<file path="src/rtl/rr_onehot_arbiter.sv">
// Registered round-robin arbiter driving the one-hot select of a 4:1 mux.
// Grants advance only on a valid/ready transfer; a locked holder keeps the grant for bursts.
module rr_onehot_arbiter #(
   parameter int NUM_REQ = 4,
   parameter int IDX_W   = 2
) (
   input  logic               clk_i,
   input  logic               reset_i,
   input  logic [NUM_REQ-1:0] req_i,
   input  logic [NUM_REQ-1:0] lock_i,
   output logic [NUM_REQ-1:0] gnt_o,
   output logic [IDX_W-1:0]   gnt_idx_o,
   output logic               gnt_valid_o,
   input  logic               gnt_ready_i
);

   typedef enum logic {
      IDLE  = 1'b0,
      GRANT = 1'b1
   } state_t;

   state_t             state_reg, state_next;
   logic [NUM_REQ-1:0] gnt_reg, gnt_next;
   logic [IDX_W-1:0]   idx_reg, idx_next;
   logic [IDX_W-1:0]   ptr_reg, ptr_next;

   logic [IDX_W-1:0]   scan_ptr;
   logic [IDX_W-1:0]   cand_idx [NUM_REQ];
   logic [NUM_REQ-1:0] cand_hit;
   logic [IDX_W-1:0]   win_idx;
   logic               any_req;
   logic               holder_locked;

   function automatic logic [IDX_W-1:0] wrap_inc(input logic [IDX_W-1:0] v);
      if (v == IDX_W'(NUM_REQ - 1))
         return '0;
      else
         return v + 1'b1;
   endfunction

   function automatic logic [NUM_REQ-1:0] to_onehot(input logic [IDX_W-1:0] v);
      logic [NUM_REQ-1:0] oh;
      oh    = '0;
      oh[v] = 1'b1;
      return oh;
   endfunction

   // After a transfer the scan must start just past the served requester,
   // so the same-edge re-arbitration already sees the updated pointer.
   always_comb begin
      if (state_reg == GRANT)
         scan_ptr = wrap_inc(idx_reg);
      else
         scan_ptr = ptr_reg;
   end

   // Candidate gi is the requester gi places after the scan start, wrapped.
   generate
      for (genvar gi = 0; gi < NUM_REQ; gi++) begin : g_cand
         logic [IDX_W:0] raw;
         assign raw          = {1'b0, scan_ptr} + (IDX_W+1)'(gi);
         assign cand_idx[gi] = (raw >= (IDX_W+1)'(NUM_REQ))
                               ? IDX_W'(raw - (IDX_W+1)'(NUM_REQ))
                               : raw[IDX_W-1:0];
         assign cand_hit[gi] = req_i[cand_idx[gi]];
      end
   endgenerate

   // Walk from the far end so the nearest requester overwrites the rest.
   always_comb begin
      win_idx = '0;
      for (int k = NUM_REQ - 1; k >= 0; k--) begin
         if (cand_hit[k])
            win_idx = cand_idx[k];
      end
   end

   assign any_req       = |req_i;
   assign holder_locked = lock_i[idx_reg] & req_i[idx_reg];

   always_comb begin
      state_next = state_reg;
      gnt_next   = gnt_reg;
      idx_next   = idx_reg;
      ptr_next   = ptr_reg;
      case (state_reg)
         IDLE: begin
            if (any_req) begin
               state_next = GRANT;
               gnt_next   = to_onehot(win_idx);
               idx_next   = win_idx;
            end
         end
         GRANT: begin
            if (gnt_ready_i && !holder_locked) begin
               ptr_next = wrap_inc(idx_reg);
               if (any_req) begin
                  gnt_next = to_onehot(win_idx);
                  idx_next = win_idx;
               end else begin
                  state_next = IDLE;
                  gnt_next   = '0;
               end
            end
         end
         default: begin
            state_next = IDLE;
            gnt_next   = '0;
         end
      endcase
   end

   always_ff @(posedge clk_i or posedge reset_i) begin
      if (reset_i) begin
         state_reg <= IDLE;
         gnt_reg   <= '0;
         idx_reg   <= '0;
         ptr_reg   <= '0;
      end else begin
         state_reg <= state_next;
         gnt_reg   <= gnt_next;
         idx_reg   <= idx_next;
         ptr_reg   <= ptr_next;
      end
   end

   assign gnt_o       = gnt_reg;
   assign gnt_idx_o   = idx_reg;
   assign gnt_valid_o = (state_reg == GRANT);

endmodule

</file>
<file path="config.mk">
export PLATFORM = sky130hd
export DESIGN_NAME = rr_onehot_arbiter
export DESIGN_NICKNAME = d
export VERILOG_FILES = /design/src/rtl/rr_onehot_arbiter.sv
export SDC_FILE = /design/constraint.sdc
export NUM_CORES = 1
export LEC_CHECK = 0
export ABC_AREA = 0
export BUFFER_PORTS_ARGS = -buffer_cell sky130_fd_sc_hd__buf_2
export CORE_AREA = 8 8 45 47
export CTS_BUF_LIST = sky130_fd_sc_hd__clkbuf_4 sky130_fd_sc_hd__clkbuf_8
export DETAILED_ROUTE_END_ITERATION = 16
export DIE_AREA = 0 0 53 55
export PLACE_DENSITY = 0.72
export SYNTH_ARGS = -nofsm -noshare
export SYNTH_HDL_FRONTEND = slang
export SYNTH_SLANG_ARGS = --single-unit
</file>
<file path="constraint.sdc">
create_clock -name clk_i -period 2.15 [get_ports clk_i]
set_input_delay 0.3225 -clock clk_i [delete_from_list [all_inputs] [get_ports clk_i]]
set_output_delay 0.3225 -clock clk_i [all_outputs]
set_load 0.01 [all_outputs]
</file>
After elaboration in Yosys (flattened, before gate mapping) --
Index checks and enable logic that the tools add are counted.
Operators by class: add/sub/neg operators 8, order comparisons 11, equality and inequality tests 3, muxes and demuxes 34, bitwise logic cells 2, reductions and logical operators 6
Operators with widths (number):
- $mux W2 | 12
- $lt A2 B3 Y1 const B | 6
- $bmux W1 S2 | 6
- $mux W4 | 3
- $ge A3 B3 Y1 const B | 3
- $mux W1 | 9
- $pmux W4 S2 | 1
- $sub A2 B1 Y2 const B | 4
- $add A2 B2 Y3 const B | 2
- $pmux W2 S2 | 1
- $reduce_and A2 Y1 | 2
- $reduce_or A4 Y1 | 1
- $add A2 B1 Y3 const B | 1
- $ge A2 B3 Y1 const B | 1
- $add A2 B1 Y2 const B | 1
- $demux W1 S2 | 1
- $eq A2 B2 Y1 const B | 1
- $ge A2 B1 Y1 const B | 1
- $logic_and A1 B1 Y1 | 2
- $ne A2 B1 Y1 const B | 1
- $ne A2 B2 Y1 const B | 1
- $pmux W1 S2 | 1
- $and A1 B1 Y1 | 1
- $logic_not A1 Y1 | 1
- $not A1 Y1 | 1
Storage, ports and cells: flip-flop bits (word level) 9, input bits 11, output and inout bits 7

Logic depth before layout (Yosys ltp) --
Gate-level depths: netlist (run 1).
word-level depth 19, gate-level depth with buffers 7, depth with buffers taken out 6

Worst setup path before layout (run 1) --
OpenSTA, ideal clock, no wires.
path type register to register, start point register idx_reg[0] (netlist: gnt_idx_o[0]), end point register idx_reg[1] (netlist: gnt_idx_o[1]), arrival time 1.771 ns, required time 2.025 ns, setup slack 0.254 ns, stages on the path, launching flop included 7, path buffers 0, clock period less this slack 1.896 ns, cell sequence dfrtp_1 ha_1 mux2i_2 and3_4 o21ai_1 o211a_1 mux2_4
On the way: longest elaborated chain between the ends 15
RTL lines:
- start: declaration | RTL line 24 | logic [IDX_W-1:0] idx_reg, idx_next;
- start signal: assignment | RTL line 122 | idx_reg <= idx_next;
- $add A2 B1 Y2 / $eq A2 B2 Y1 (equally long branches) | RTL line 38, 35
- $mux W2 | RTL line 35 | if (v == IDX_W'(NUM_REQ - 1))
- $mux W2 | RTL line 51 | if (state_reg == GRANT)
- $add A2 B2 Y3 | RTL line 61 | assign raw = {1'b0, scan_ptr} + (IDX_W+1)'(gi);
- $ge A3 B3 Y1 / $sub A2 B1 Y2 (equally long branches) | RTL line 62, 63
- $mux W2 | RTL line 63 | ? IDX_W'(raw - (IDX_W+1)'(NUM_REQ))
- $bmux W1 S2 | RTL line 65 | assign cand_hit[gi] = req_i[cand_idx[gi]];
- $mux W1 (implied by the code) | RTL line 65
- $mux W2 (4 in series) | RTL line 73 | if (cand_hit[k])
- $mux W2 | RTL line 88, 97
- $mux W2 | RTL line 95 | if (gnt_ready_i && !holder_locked) begin
- $pmux W2 S2 | RTL line 86 | case (state_reg)
Parallel ways exist; a longest one is shown, timed or not. The select of a mux whose other input is x is not followed. A chain may end at the register's enable or synchronous reset.

Worst setup path after layout (run 1) --
Ends and elaborated chain as after synthesis.

==> summary.log, run 1 <==
INFO  cts            cts.clk_slew.worst_paths=0.06ns
INFO  synth          synth_seq_area_share=36.9%
INFO  cts            numCtsBuffers=3
INFO  synth          synth-async-reset-ratio=100%
INFO  floorplanning  placement_rows=14
INFO  global_routing grt_first_pass_wirelength=2460microns
INFO  sta            maxSlewViolCount=0
INFO  critical_path  worst_setup_path_end_kind=flop
INFO  critical_path  arrival=2.07ns
INFO  pwr            p_per_area=1390nW/um^2
INFO  sta            slew_headroom=71.3%
INFO  outcome        run_status=finished clean
INFO  route          drt-wirelength-per-cell=15.0microns
INFO  synth          synth.top_cells.by_area=sky130_fd_sc_hd__dfrtp_1, sky130_fd_sc_hd__a32o_1, sky130_fd_sc_hd__mux2_4
INFO  global_routing number_of_global_route_vias_before_repair=568
INFO  synth          synth_edf_count=0
INFO  cts            clock_tree.root_cell=sky130_fd_sc_hd__clkbuf_4
INFO  pwr            clkPwrFrac=13.6%
INFO  sta            timing_worst_slew_pin_value=0.426ns
INFO  global_routing grtUsageTotal=11.3%
INFO  sta            finalHoldViolations=0
INFO  cells_and_area area_delta_synth_final=20.3%
INFO  floorplanning  core_region_area=1380squm
INFO  critical_path  criticalPathCategory=flop to flop
INFO  placement      place_hpwl=1150microns
INFO  global_routing overflow=0
INFO  placement      globalplace.congestion=0.838
INFO  route          drt_pre_antenna_iters=4
INFO  pwr            power.sequential.fraction=29.1%
INFO  sta            finalCriticalPeriod=1.93ns
INFO  synth          synth.largest_area_cell=sky130_fd_sc_hd__dfrtp_1
INFO  cells_and_area largest_register_ff_count=4
INFO  synth          yosysTopAreaCellShare=36.9%
INFO  pwr            intPower=0.617mW
INFO  pwr            combinationalPowerShare=57.2%
INFO  synth          synthesis.yosys.warnings=0
INFO  synth          yosysUniqueCellTypes=35
INFO  cells_and_area fin_nets=91
INFO  global_routing antenna_found_initial=0
INFO  critical_path  worstPathRequired=2.30ns
INFO  cts            cts_tree=yes
INFO  pwr            switching_share_of_power=39.5%
INFO  sta            rsz_0062_raised_after_global_routing=false
INFO  placement      dpl-instance-area=696squm
INFO  route          drt_first_iter_violations=4
INFO  floorplanning  die_width=53microns
INFO  cts            clock_sink_count=9
INFO  global_routing grt_max_degree=12
INFO  floorplanning  floorplan.initialDensity=44.1%
INFO  synth          synth_area_per_cell=10.3squm
INFO  cells_and_area num_antenna_cells=0
INFO  synth          synth.cell_area=611squm
INFO  synth          postSynthNetCount=71
INFO  sta            timing.fmax=0.519GHz
INFO  floorplanning  top_level_ports=18
INFO  floorplanning  die_area=2920squm
INFO  route          via_count_normalized_by_instance_count=5.74
INFO  synth          yosys_register_bits=9
INFO  cells_and_area drive_gt1_share=38.5%
INFO  cts            cts_max_level=1
INFO  placement      io_buffers=17
INFO  route          vias=540
INFO  cts            hold_buffers=0
INFO  pwr            ir_drop=0.934mV
INFO  sta            setup-tns-final=0ns
INFO  synth          postSynthCellCount=59
INFO  route          detail_route.wirelength=1410microns
INFO  sta            post_route_hold_slack=0.00535ns
INFO  cts            worstSkewPairLatency=0.26ns
INFO  route          drt_drc_violations_left=0
INFO  pwr            netSwitchingPower=0.402mW
INFO  critical_path  critPathMaxFanout=8
INFO  critical_path  crit_path_start_kind=flop
INFO  sta            post_route_skew=0.00671ns
INFO  floorplanning  die_height=55microns
INFO  cts            cts.path.max_buffers=2
INFO  pwr            p_leak=0.326nW
INFO  sta            setup_violations=0
INFO  cells_and_area final_design_area_no_fill=734squm
INFO  synth          ys_dominant_reg_cell=sky130_fd_sc_hd__dfrtp_1
INFO  sta            min_period_over_period=89.7%
INFO  run            cap_violations=0
INFO  min_path       classification_of_the_worst_slack_hold_path=input pin to async pin
INFO  route          drt.antenna.violating_nets=0
[logic make-up after synthesis]
group | count (synthesis) | share of synthesized area (%)
mux | 5 | 10.9
fa+ha+maj | 1 | 2.05
simple gates | 18 | 18.6
compound gates | 21 | 25.8
flops | 9 | 36.9
buf+inv | 5 | 5.74
[per-layer routing]
| metal | up-vias | GRT usage [%] | part of all wire [%] |
|---|---|---|---|
| met2 | 11 | 18.6 | 47 |
| met3 | 7 | 2.94 | 4.7 |
| li1 | 270 | - | - |
| met1 | 252 | 12.5 | 45 |
| met4 | 0 | 7.76 | 3.4 |
| met5 | - | 0 | 0 |
[power by group through the flow]
stage / combinational, mW / clock [mW] / sequential (mW)
after floorplan: 0.393 / 0 / 0.319
after global placement: 0.553 / 0 / 0.294
after detailed placement: 0.564 / 0 / 0.297
after CTS: 0.565 / 0.146 / 0.294
after global routing: 0.650 / 0.154 / 0.310
final: 0.583 / 0.139 / 0.297
[cell type report]
class	instances	area, sq um
clock buffer	4	30.0
fill	123	649
inverter	2	7.51
multi-input combinational	45	359
sequential	9	225
tap	16	20.0
timing repair buffer	18	92.6
[worst max-delay path, stage by stage, from the launching register on]
cell	delay (ns)
sky130_fd_sc_hd__dfrtp_1	0.45
sky130_fd_sc_hd__ha_1	0.37
sky130_fd_sc_hd__mux2i_4	0.25
sky130_fd_sc_hd__and3_4	0.24
sky130_fd_sc_hd__o21ai_1	0.09
sky130_fd_sc_hd__o211a_1	0.15
sky130_fd_sc_hd__mux2_4	0.26
[cells in the final DEF, fill, tap and decap left out, drive strengths merged]
cell,instances
mux2i,1
nand3b,1
o31a,1
nor4,1
a32o,3
o211ai,1
ha,1
nor3,1
nand2,1
o211a,1
nor2,3
nand4,1
o221a,1
and2,2
a21oi,3
o21ai,6
a311oi,1
a21boi,1
mux2,4
clkbuf,4
buf,18
and3,1
inv,2
a2bb2oi,1
dfrtp,9
a211oi,1
nand2b,2
nand3,3
or4,1
o221ai,1
nand4b,1
[worst paths after layout]
kind	from	endpoint	slack [ns]	cells past startpoint
max	gnt_idx_o[0]$_DFFE_PP0P_	gnt_idx_o[1]$_DFFE_PP0P_	0.22	6
min	reset_i	gnt_o[2]$_DFFE_PP0P_	0.005	2
max reg2reg	gnt_idx_o[0]$_DFFE_PP0P_	gnt_idx_o[1]$_DFFE_PP0P_	0.22	6
min reg2reg	gnt_o[1]$_DFFE_PP0P_	gnt_o[1]$_DFFE_PP0P_	0.50	1
max in group asynchronous	reset_i	gnt_valid_o$_DFF_PP0_	1.89	2
min in group clk_i	req_i[0]	gnt_valid_o$_DFF_PP0_	0.40	3
[cells in the mapped netlist (all sizes together), types with 2 or more instances]
master,count
a21oi,3
mux2,4
nor2,3
a32o,3
nand2b,2
inv,2
dfrtp,9
o21ai,6
buf,3
nand3,3
and2,2
[timing repair]
| item | in CTS | in global routing |
|---|---|---|
| resized for setup | 0 | 1 |
| setup endpoints to repair | 0 | 5 |
| buffers inserted | 0 | 0 |
[stage by stage]
stage	total power, mW	utilization (%)	worst slack [ns]	std cells
final	1.02	53.1	0.222	94
after floorplan	0.712	-	0.254	59
after global routing	1.11	53.1	0.0939	94
after CTS	1.01	52.4	0.121	94
after detailed placement	0.862	50.3	0.118	90
after global placement	0.848	50.3	0.178	90
(Power assumes the default switching activity.)
==> inputs of run 2 (changes only) <==
- ABC_AREA: 0 -> 1
- CORE_AREA: 8 8 45 47 -> not set
- CORE_MARGIN: not set -> 8
- CORE_UTILIZATION: not set -> 54
- DIE_AREA: 0 0 53 55 -> not set
- PLACE_DENSITY: 0.72 -> 0.81
==> run 2 against run 1 <==
Critical path depth up 8. Die area down 5.4%. Final cell count up 63%. Critical endpoint is now gnt_o[1]$_DFFE_PP0P_. Clock skew about the same. Wire length up 23%.
==> summary.log, run 2 <==
INFO  outcome        run_status=finished clean
INFO  sta            setup_violations=0 [unchanged]
INFO  sta            min_period_over_period=86.1% [-3.6 points]
INFO  floorplanning  top_level_ports=18 [unchanged]
INFO  synth          synth.top_cells.by_area=sky130_fd_sc_hd__dfrtp_1, sky130_fd_sc_hd__nand2_1, sky130_fd_sc_hd__nand3_1
INFO  pwr            switching_share_of_power=52.4% [+13 points]
INFO  synth          synth_edf_count=0 [unchanged]
INFO  critical_path  criticalPathCategory=flop to flop
INFO  cts            clock_tree.root_cell=sky130_fd_sc_hd__clkbuf_4
INFO  critical_path  worst_setup_path_end_kind=flop
INFO  sta            timing.fmax=0.540GHz [+4.2%]
INFO  global_routing overflow=0 [unchanged]
INFO  cells_and_area fillCellCount=116 [-5.7%]
INFO  placement      io_buffers=17 [unchanged]
INFO  cts            ctsResizeCount=0 [unchanged]
INFO  cells_and_area num_antenna_cells=0 [unchanged]
INFO  synth          yosysUniqueCellTypes=19 [-46%]
INFO  critical_path  worstPathRequired=2.34ns [+0.04 ns]
INFO  min_path       classification_of_the_worst_slack_hold_path=input pin to async pin
INFO  route          drt_drc_violations_left=0 [unchanged]
INFO  sta            setup-tns-final=0ns [unchanged]
INFO  cts            cts_max_level=1 [unchanged]
INFO  global_routing grt_max_degree=10 [-2]
INFO  sta            maxSlewViolCount=0 [unchanged]
INFO  cts            numCtsBuffers=3 [unchanged]
INFO  synth          synthesis.yosys.warnings=0 [unchanged]
INFO  route          via_count_normalized_by_instance_count=5.13 [-11%]
INFO  route          drt-wirelength-per-cell=11.4microns [-24%]
INFO  cells_and_area area_delta_synth_final=18.6%
INFO  synth          postSynthNetCount=129 [+82%]
INFO  synth          ys_dominant_reg_cell=sky130_fd_sc_hd__dfrtp_1
INFO  route          vias=785 [+45%]
INFO  placement      globalplace.congestion=0.888 [+6.0%]
INFO  synth          synth_area_per_cell=6.15squm [-41%]
INFO  pwr            intPower=0.675mW [+9.5%]
INFO  floorplanning  die_width=52.5microns [-0.94%]
INFO  synth          synth.largest_area_cell=sky130_fd_sc_hd__dfrtp_1
INFO  placement      place_hpwl=1470microns [+28%]
INFO  cells_and_area fin_nets=151 [+66%]
INFO  route          drt.antenna.violating_nets=0 [unchanged]
INFO  critical_path  regToRegEndpoint=gnt_o[1]$_DFFE_PP0P_
INFO  cells_and_area largest_register_ff_count=4 [unchanged]
INFO  synth          synthMostInstantiatedCell=sky130_fd_sc_hd__nand2_1
INFO  pwr            power.sequential.fraction=20.6% [-8.5 points]
INFO  critical_path  critPathSlowestCell=sky130_fd_sc_hd__dfrtp_1
INFO  critical_path  timing.critical_path.mode_cell=sky130_fd_sc_hd__nand2_1
INFO  route          detail_route.wirelength=1740microns [+23%]
INFO  cells_and_area layout.cells.most_common_list=sky130_fd_sc_hd__nand2_1, sky130_fd_sc_hd__nand3_1, sky130_fd_sc_hd__buf_2
INFO  placement      pre_cts_slack=0.353ns [+0.234 ns]
INFO  critical_path  max_stage_delay=0.44ns [about the same]
INFO  cts            clock_sink_count=9 [unchanged]
INFO  global_routing number_of_global_route_vias_before_repair=774 [+36%]
INFO  critical_path  rrSetupSlack=0.30ns [+0.08 ns]
INFO  route          drt_pre_antenna_iters=4 [unchanged]
INFO  cts            cts_tree=yes
INFO  floorplanning  placement_rows=13 [-1]
INFO  critical_path  reg2reg_depth=14 [+8]
INFO  floorplanning  die_height=52.5microns [-4.5%]
INFO  global_routing grtUsageTotal=14.2% [+2.9 points]
INFO  synth          yosys_register_bits=9 [unchanged]
INFO  pwr            combinationalPowerShare=69.4% [+12 points]
INFO  sta            post_route_skew=0.00709ns [+0.000378 ns]
INFO  critical_path  arrival=2.04ns [-0.03 ns]
INFO  pwr            p_leak=0.514nW [+58%]
INFO  cts            hold_buffers=0 [unchanged]
INFO  cts            cts.clk_slew.worst_paths=0.06ns [about the same]
INFO  sta            slew_headroom=64.7% [-6.6 points]
INFO  cells_and_area most_common_cell_after_layout_fill_and_taps_aside=sky130_fd_sc_hd__nand2_1
INFO  global_routing antenna_found_initial=0 [unchanged]
INFO  cts            cts.path.max_buffers=2 [unchanged]
INFO  sta            layout_setup_ws=0.300ns [+0.0774 ns]
INFO  run            cap_violations=0 [unchanged]
INFO  sta            rsz_0062_raised_after_global_routing=false
INFO  pwr            netSwitchingPower=0.744mW [+85%]
INFO  sta            timing_worst_slew_pin_value=0.525ns [+0.0988 ns]
INFO  synth          yosys-top-cells-count=sky130_fd_sc_hd__nand2_1, sky130_fd_sc_hd__nand3_1, sky130_fd_sc_hd__inv_1
INFO  critical_path  critPathMaxFanout=7 [-1]
INFO  route          drt_first_iter_violations=30 [+26]
INFO  synth          postSynthCellCount=117 [+98%]
INFO  synth          synth-async-reset-ratio=100% [unchanged]
INFO  cts            postcts_setup_bufs=0 [unchanged]
INFO  floorplanning  floorplan.initialDensity=56.7% [+13 points]
INFO  pwr            p_per_area=1660nW/um^2 [+20%]
INFO  floorplanning  core_region_area=1270squm [-8.3%]
INFO  sta            finalCriticalPeriod=1.85ns [-0.0774 ns]
INFO  pwr            clkPwrFrac=9.9% [-3.7 points]
INFO  floorplanning  die_area=2760squm [-5.4%]
INFO  synth          synth.cell_area=719squm [+18%]
INFO  cells_and_area drive_gt1_share=21.7% [-17 points]
INFO  cts            worstSkewPairLatency=0.26ns [about the same]
INFO  critical_path  r2r-start=gnt_idx_o[0]$_DFFE_PP0P_
INFO  critical_path  crit_path_start_kind=flop
INFO  synth          synth_seq_area_share=31.3% [-5.6 points]
INFO  global_routing grt_first_pass_wirelength=3120microns [+27%]
INFO  pwr            ir_drop=0.833mV [-11%]
INFO  sta            finalHoldViolations=0 [unchanged]
INFO  synth          yosysTopAreaCellShare=31.3% [-5.6 points]
INFO  critical_path  critical_path.cell_chain=ha_1 -> inv_1 -> nand2_1 -> nand2_1 -> nand2_1 -> nand2_2 -> nand2_1 -> nand2_1 -> nand2_1 -> nand2_1 -> nand3_2 -> nand2_1 -> nand3_1 -> nand2_1
==> run 2: cell count changes after synthesis, moves of 2 or more <==
| cell | previous run | this run |
|---|---|---|
| sky130_fd_sc_hd__inv_1 | 2 | 12 |
| sky130_fd_sc_hd__nand2b_1 | 2 | 0 |
| sky130_fd_sc_hd__nor2_1 | 3 | 7 |
| sky130_fd_sc_hd__nand2_2 | 0 | 5 |
| sky130_fd_sc_hd__nand3_1 | 3 | 18 |
| sky130_fd_sc_hd__a21oi_1 | 3 | 1 |
| sky130_fd_sc_hd__mux2_4 | 2 | 0 |
| sky130_fd_sc_hd__a32o_1 | 3 | 0 |
| sky130_fd_sc_hd__buf_6 | 2 | 0 |
| sky130_fd_sc_hd__nand2_1 | 1 | 49 |
| sky130_fd_sc_hd__mux2_1 | 2 | 0 |
==> run 2: per-layer routing <==
layer  vias up  part of all wire, %  global-route usage, %
met5         -                    0                      0
met2        12                   48                   25.3
met3         2                  3.2                   2.84
met4         0                 0.46                   2.59
met1       348                   48                   17.1
li1        423                    -                      -
==> run 2: worst max-delay path, delay by kind of cell, from the launching register on <==
kind,cells,cell delay (ns)
simple gates,12,0.92
buf+inv,1,0.08
flops,1,0.44
fa+ha+maj,1,0.34
==> run 2: kinds of logic after synthesis <==
| logic type | after synthesis | share of synthesized area, % |
|---|---|---|
| AND/OR/NAND/NOR | 86 | 53.4 |
| buffers and inverters | 13 | 6.78 |
| flip-flops | 9 | 31.3 |
| AO/OA/AOI/OAI | 8 | 6.78 |
| adder cells (fa/ha/maj) | 1 | 1.74 |
==> run 2: layout make-up <==
cell class,count,area (sq um),share of cell area (%)
clock buffers,4,30.0,3.52
flip-flops and latches,9,225,26.4
multi-input cells,95,445,52.2
inverters,13,48.8,5.72
well taps,15,18.8,2.20
repair buffers,17,85.1,9.97
==> run 2: how the worst max path moves through the flow <==
stage | start | to | slack, ns
detailed placement | gnt_idx_o[0]$_DFFE_PP0P_ | gnt_o[1]$_DFFE_PP0P_ | 0.35
floorplan | gnt_idx_o[0]$_DFFE_PP0P_ | gnt_idx_o[0]$_DFFE_PP0P_ | 0.46
global placement | gnt_idx_o[0]$_DFFE_PP0P_ | gnt_o[0]$_DFFE_PP0P_ | 0.36
CTS | gnt_idx_o[0]$_DFFE_PP0P_ | gnt_o[1]$_DFFE_PP0P_ | 0.31
finish | gnt_idx_o[0]$_DFFE_PP0P_ | gnt_o[1]$_DFFE_PP0P_ | 0.30
global route | gnt_idx_o[0]$_DFFE_PP0P_ | gnt_idx_o[0]$_DFFE_PP0P_ | 0.11
==> run 2: power groups by stage <==
stage	registers (mW)	clock network (mW)	logic (mW)
5_1_grt	0.304	0.154	1.14
3_3_place_gp	0.294	0	0.969
4_1_cts	0.292	0.144	0.987
3_5_place_dp	0.294	0	0.982
2_1_floorplan	0.310	0	0.758
6_report	0.293	0.141	0.985
==> run 2: through the flow <==
stage / hold WS (ns) / cell area (sq um) / total power, mW / util, % / instances
floorplan: 0.150 / 719 / 1.07 / - / 117
global placement: 0.291 / 823 / 1.26 / 64.9 / 149
detailed placement: 0.301 / 823 / 1.28 / 64.9 / 149
CTS: 0.0254 / 853 / 1.42 / 67.3 / 153
global route: 0.0482 / 853 / 1.60 / 67.3 / 153
finish: 0.0186 / 853 / 1.42 / 67.3 / 153
==> inputs of run 3 (changes only) <==
- CORE_UTILIZATION: 54 -> 40
- PLACE_DENSITY: 0.81 -> 0.63
==> run 3 against run 2 <==
Sequential share of layout area decreased by 0.38 points. Utilization down 17 points. Total power up 0.70%. Final cell count increased by 6.5%. Sequential power is 2% higher. Setup slack worse by 0.042 ns. Clock skew grew 0.0019 ns. Final area is 1.5% higher. Global-route usage shrank 2.9 points. First-iteration DRC count fell by 40%. Worst hold slack lost 0.0096 ns. Die area grew 24%. Largest cell class unchanged.
==> summary.log, run 3 (same netlist as run 2, synthesis figures left out) <==
INFO  outcome        run_status=finished clean
INFO  cts            cts_tree=yes
INFO  cts            hold_buffers=0 [unchanged]
INFO  route          drt.antenna.violating_nets=0 [unchanged]
INFO  sta            rsz_0062_raised_after_global_routing=false
INFO  cts            worstSkewPairLatency=0.26ns [about the same]
INFO  sta            timing_worst_slew_pin_value=0.496ns [-0.0288 ns]
INFO  critical_path  max_stage_delay=0.45ns [about the same]
INFO  critical_path  arrival=2.09ns [+0.05 ns]
INFO  pwr            clkPwrFrac=9.7% [-0.2 points]
INFO  cts            clock_tree.root_cell=sky130_fd_sc_hd__clkbuf_4
INFO  critical_path  cpLargestDelayFamily=simple AND/OR/NAND/NOR gates
INFO  sta            layout_setup_ws=0.258ns [-0.0418 ns]
INFO  cts            cts_max_level=1 [unchanged]
INFO  run            cap_violations=0 [unchanged]
INFO  floorplanning  die_width=58.4microns [+11%]
INFO  sta            finalHoldViolations=0 [unchanged]
INFO  sta            finalCriticalPeriod=1.89ns [+0.0418 ns]
INFO  sta            setup_violations=0 [unchanged]
INFO  pwr            ir_drop=0.746mV [-10%]
INFO  global_routing overflow=0 [unchanged]
INFO  sta            min_period_over_period=88.0% [+1.9 points]
INFO  sta            setup-tns-final=0ns [unchanged]
INFO  global_routing grtUsageTotal=11.3% [-2.9 points]
INFO  cts            cts.clk_slew.worst_paths=0.06ns [about the same]
INFO  route          detail_route.wirelength=1850microns [+6.2%]
INFO  cells_and_area drive_gt1_share=21.7% [unchanged]
INFO  floorplanning  core_region_area=1710squm [+35%]
INFO  route          drt_drc_violations_left=0 [unchanged]
INFO  critical_path  timing.critical_path.mode_cell=sky130_fd_sc_hd__nand2_1
INFO  cts            ctsResizeCount=0 [unchanged]
INFO  sta            slew_headroom=66.6% [+1.9 points]
INFO  cells_and_area multi_input_gate_area_in_the_final_layout=445squm [unchanged]
INFO  cells_and_area layout.cells.most_common_list=sky130_fd_sc_hd__nand2_1, sky130_fd_sc_hd__nand3_1, sky130_fd_sc_hd__buf_2
INFO  cells_and_area largest_register_ff_count=4 [unchanged]
INFO  cells_and_area fin_nets=151 [unchanged]
INFO  sta            maxSlewViolCount=0 [unchanged]
INFO  pwr            power.sequential.fraction=20.8% [+0.2 points]
INFO  cells_and_area fillCellCount=183 [+58%]
INFO  placement      globalplace.congestion=0.840 [-5.5%]
INFO  global_routing number_of_global_route_vias_before_repair=722 [-6.7%]
INFO  pwr            combinationalPowerShare=69.5% [about the same]
INFO  critical_path  worst_setup_path_end_kind=flop
INFO  floorplanning  die_area=3410squm [+24%]
INFO  sta            post_route_skew=0.00894ns [+0.00186 ns]
INFO  route          drt_pre_antenna_iters=4 [unchanged]
INFO  floorplanning  placement_rows=15 [+2]
INFO  min_path       classification_of_the_worst_slack_hold_path=input pin to async pin
INFO  pwr            p_leak=0.514nW [unchanged]
INFO  placement      io_buffers=17 [unchanged]
INFO  placement      pre_cts_slack=0.289ns [-0.0643 ns]
INFO  placement      place_hpwl=1500microns [+2.1%]
INFO  cts            postcts_setup_bufs=0 [unchanged]
INFO  floorplanning  die_height=58.4microns [+11%]
INFO  critical_path  worst-path-buf-inv=1 [unchanged]
INFO  route          drt_first_iter_violations=18 [-40%]
INFO  pwr            p_per_area=1650nW/um^2 [-0.76%]
INFO  cts            numCtsBuffers=3 [unchanged]
INFO  critical_path  critPathMaxFanout=7 [unchanged]
INFO  cts            cts.path.max_buffers=2 [unchanged]
INFO  route          via_count_normalized_by_instance_count=4.84 [-5.7%]
INFO  floorplanning  top_level_ports=18 [unchanged]
INFO  critical_path  crit_path_start_kind=flop
INFO  cells_and_area most_common_cell_after_layout_fill_and_taps_aside=sky130_fd_sc_hd__nand2_1
INFO  cells_and_area area_delta_synth_final=20.3%
INFO  global_routing grt_first_pass_wirelength=3120microns [unchanged]
INFO  pwr            intPower=0.675mW [about the same]
INFO  floorplanning  floorplan.initialDensity=42.1% [-15 points]
INFO  cells_and_area final_util=50.7% [-17 points]
INFO  critical_path  critPathSlowestCell=sky130_fd_sc_hd__dfrtp_1
INFO  sta            timing.fmax=0.528GHz [-2.2%]
INFO  critical_path  critical_path.cell_chain=ha_1 -> inv_1 -> nand2_1 -> nand2_1 -> nand2_1 -> nand2_2 -> nor2_1 -> nor2_1 -> nand2_1 -> a21oi_2 -> nand4_1 -> nand2_1
INFO  cells_and_area num_antenna_cells=0 [unchanged]
INFO  global_routing grt_max_degree=10 [unchanged]
INFO  critical_path  worstPathRequired=2.35ns [about the same]
INFO  pwr            switching_share_of_power=52.7% [+0.31 points]
INFO  route          vias=789 [+0.51%]
INFO  cts            clock_sink_count=9 [unchanged]
INFO  global_routing antenna_found_initial=0 [unchanged]
INFO  pwr            netSwitchingPower=0.753mW [+1.3%]
INFO  cells_and_area final-seq-area=225squm [unchanged]
INFO  route          drt-wirelength-per-cell=11.3microns [-0.31%]
INFO  sta            post_route_hold_slack=0.00906ns [-0.00959 ns]
INFO  critical_path  criticalPathCategory=flop to flop
## run 3: cell counts in the layout (fill, tap and decap cells not counted)
No cell type changed its count.
## run 3: final timing paths
check / startpoint / endpoint / slack, ns / cells after the start
max: gnt_idx_o[0]$_DFFE_PP0P_ / gnt_o[0]$_DFFE_PP0P_ / 0.26 / 12
min: reset_i / gnt_o[3]$_DFFE_PP0P_ / 0.009 / 2
max reg2reg: gnt_idx_o[0]$_DFFE_PP0P_ / gnt_o[0]$_DFFE_PP0P_ / 0.26 / 12
min reg2reg: gnt_o[3]$_DFFE_PP0P_ / gnt_o[3]$_DFFE_PP0P_ / 0.48 / 2
max in group asynchronous: reset_i / ptr_reg[1]$_DFFE_PP0P_ / 1.88 / 2
min in group clk_i: req_i[1] / gnt_valid_o$_DFF_PP0_ / 0.40 / 3
## run 3: final cells by class
type / instances / area share, %
repair buffers: 17 / 9.83
well taps: 25 / 3.61
inverters: 13 / 5.64
clock buffers: 4 / 3.47
multi-input cells: 95 / 51.4
flip-flops and latches: 9 / 26.0
## run 3: power by group through the flow
stage	combinational (mW)	sequential, mW	clock, mW
finish	0.992	0.298	0.139
global placement	0.981	0.295	0
floorplan	0.758	0.310	0
CTS	0.991	0.296	0.142
global route	1.15	0.304	0.152
detailed placement	0.982	0.299	0
## run 3: through the flow
step                      cells  power, mW  cell area [sq um]
final                       163       1.43                866
after global routing        163       1.61                866
after CTS                   163       1.43                866
after detailed placement    159       1.28                836
after global placement      159       1.28                836
after floorplan             117       1.07                719
## run 3: layer usage
metal  part of all wire, %  vias to the layer above  GRT usage (%)
met5                     0                        -              0
met2                    47                        9           18.9
met4                   1.2                        0           5.24
met1                    49                      356           13.5
li1                      -                      420              -
met3                   2.5                        4           2.39
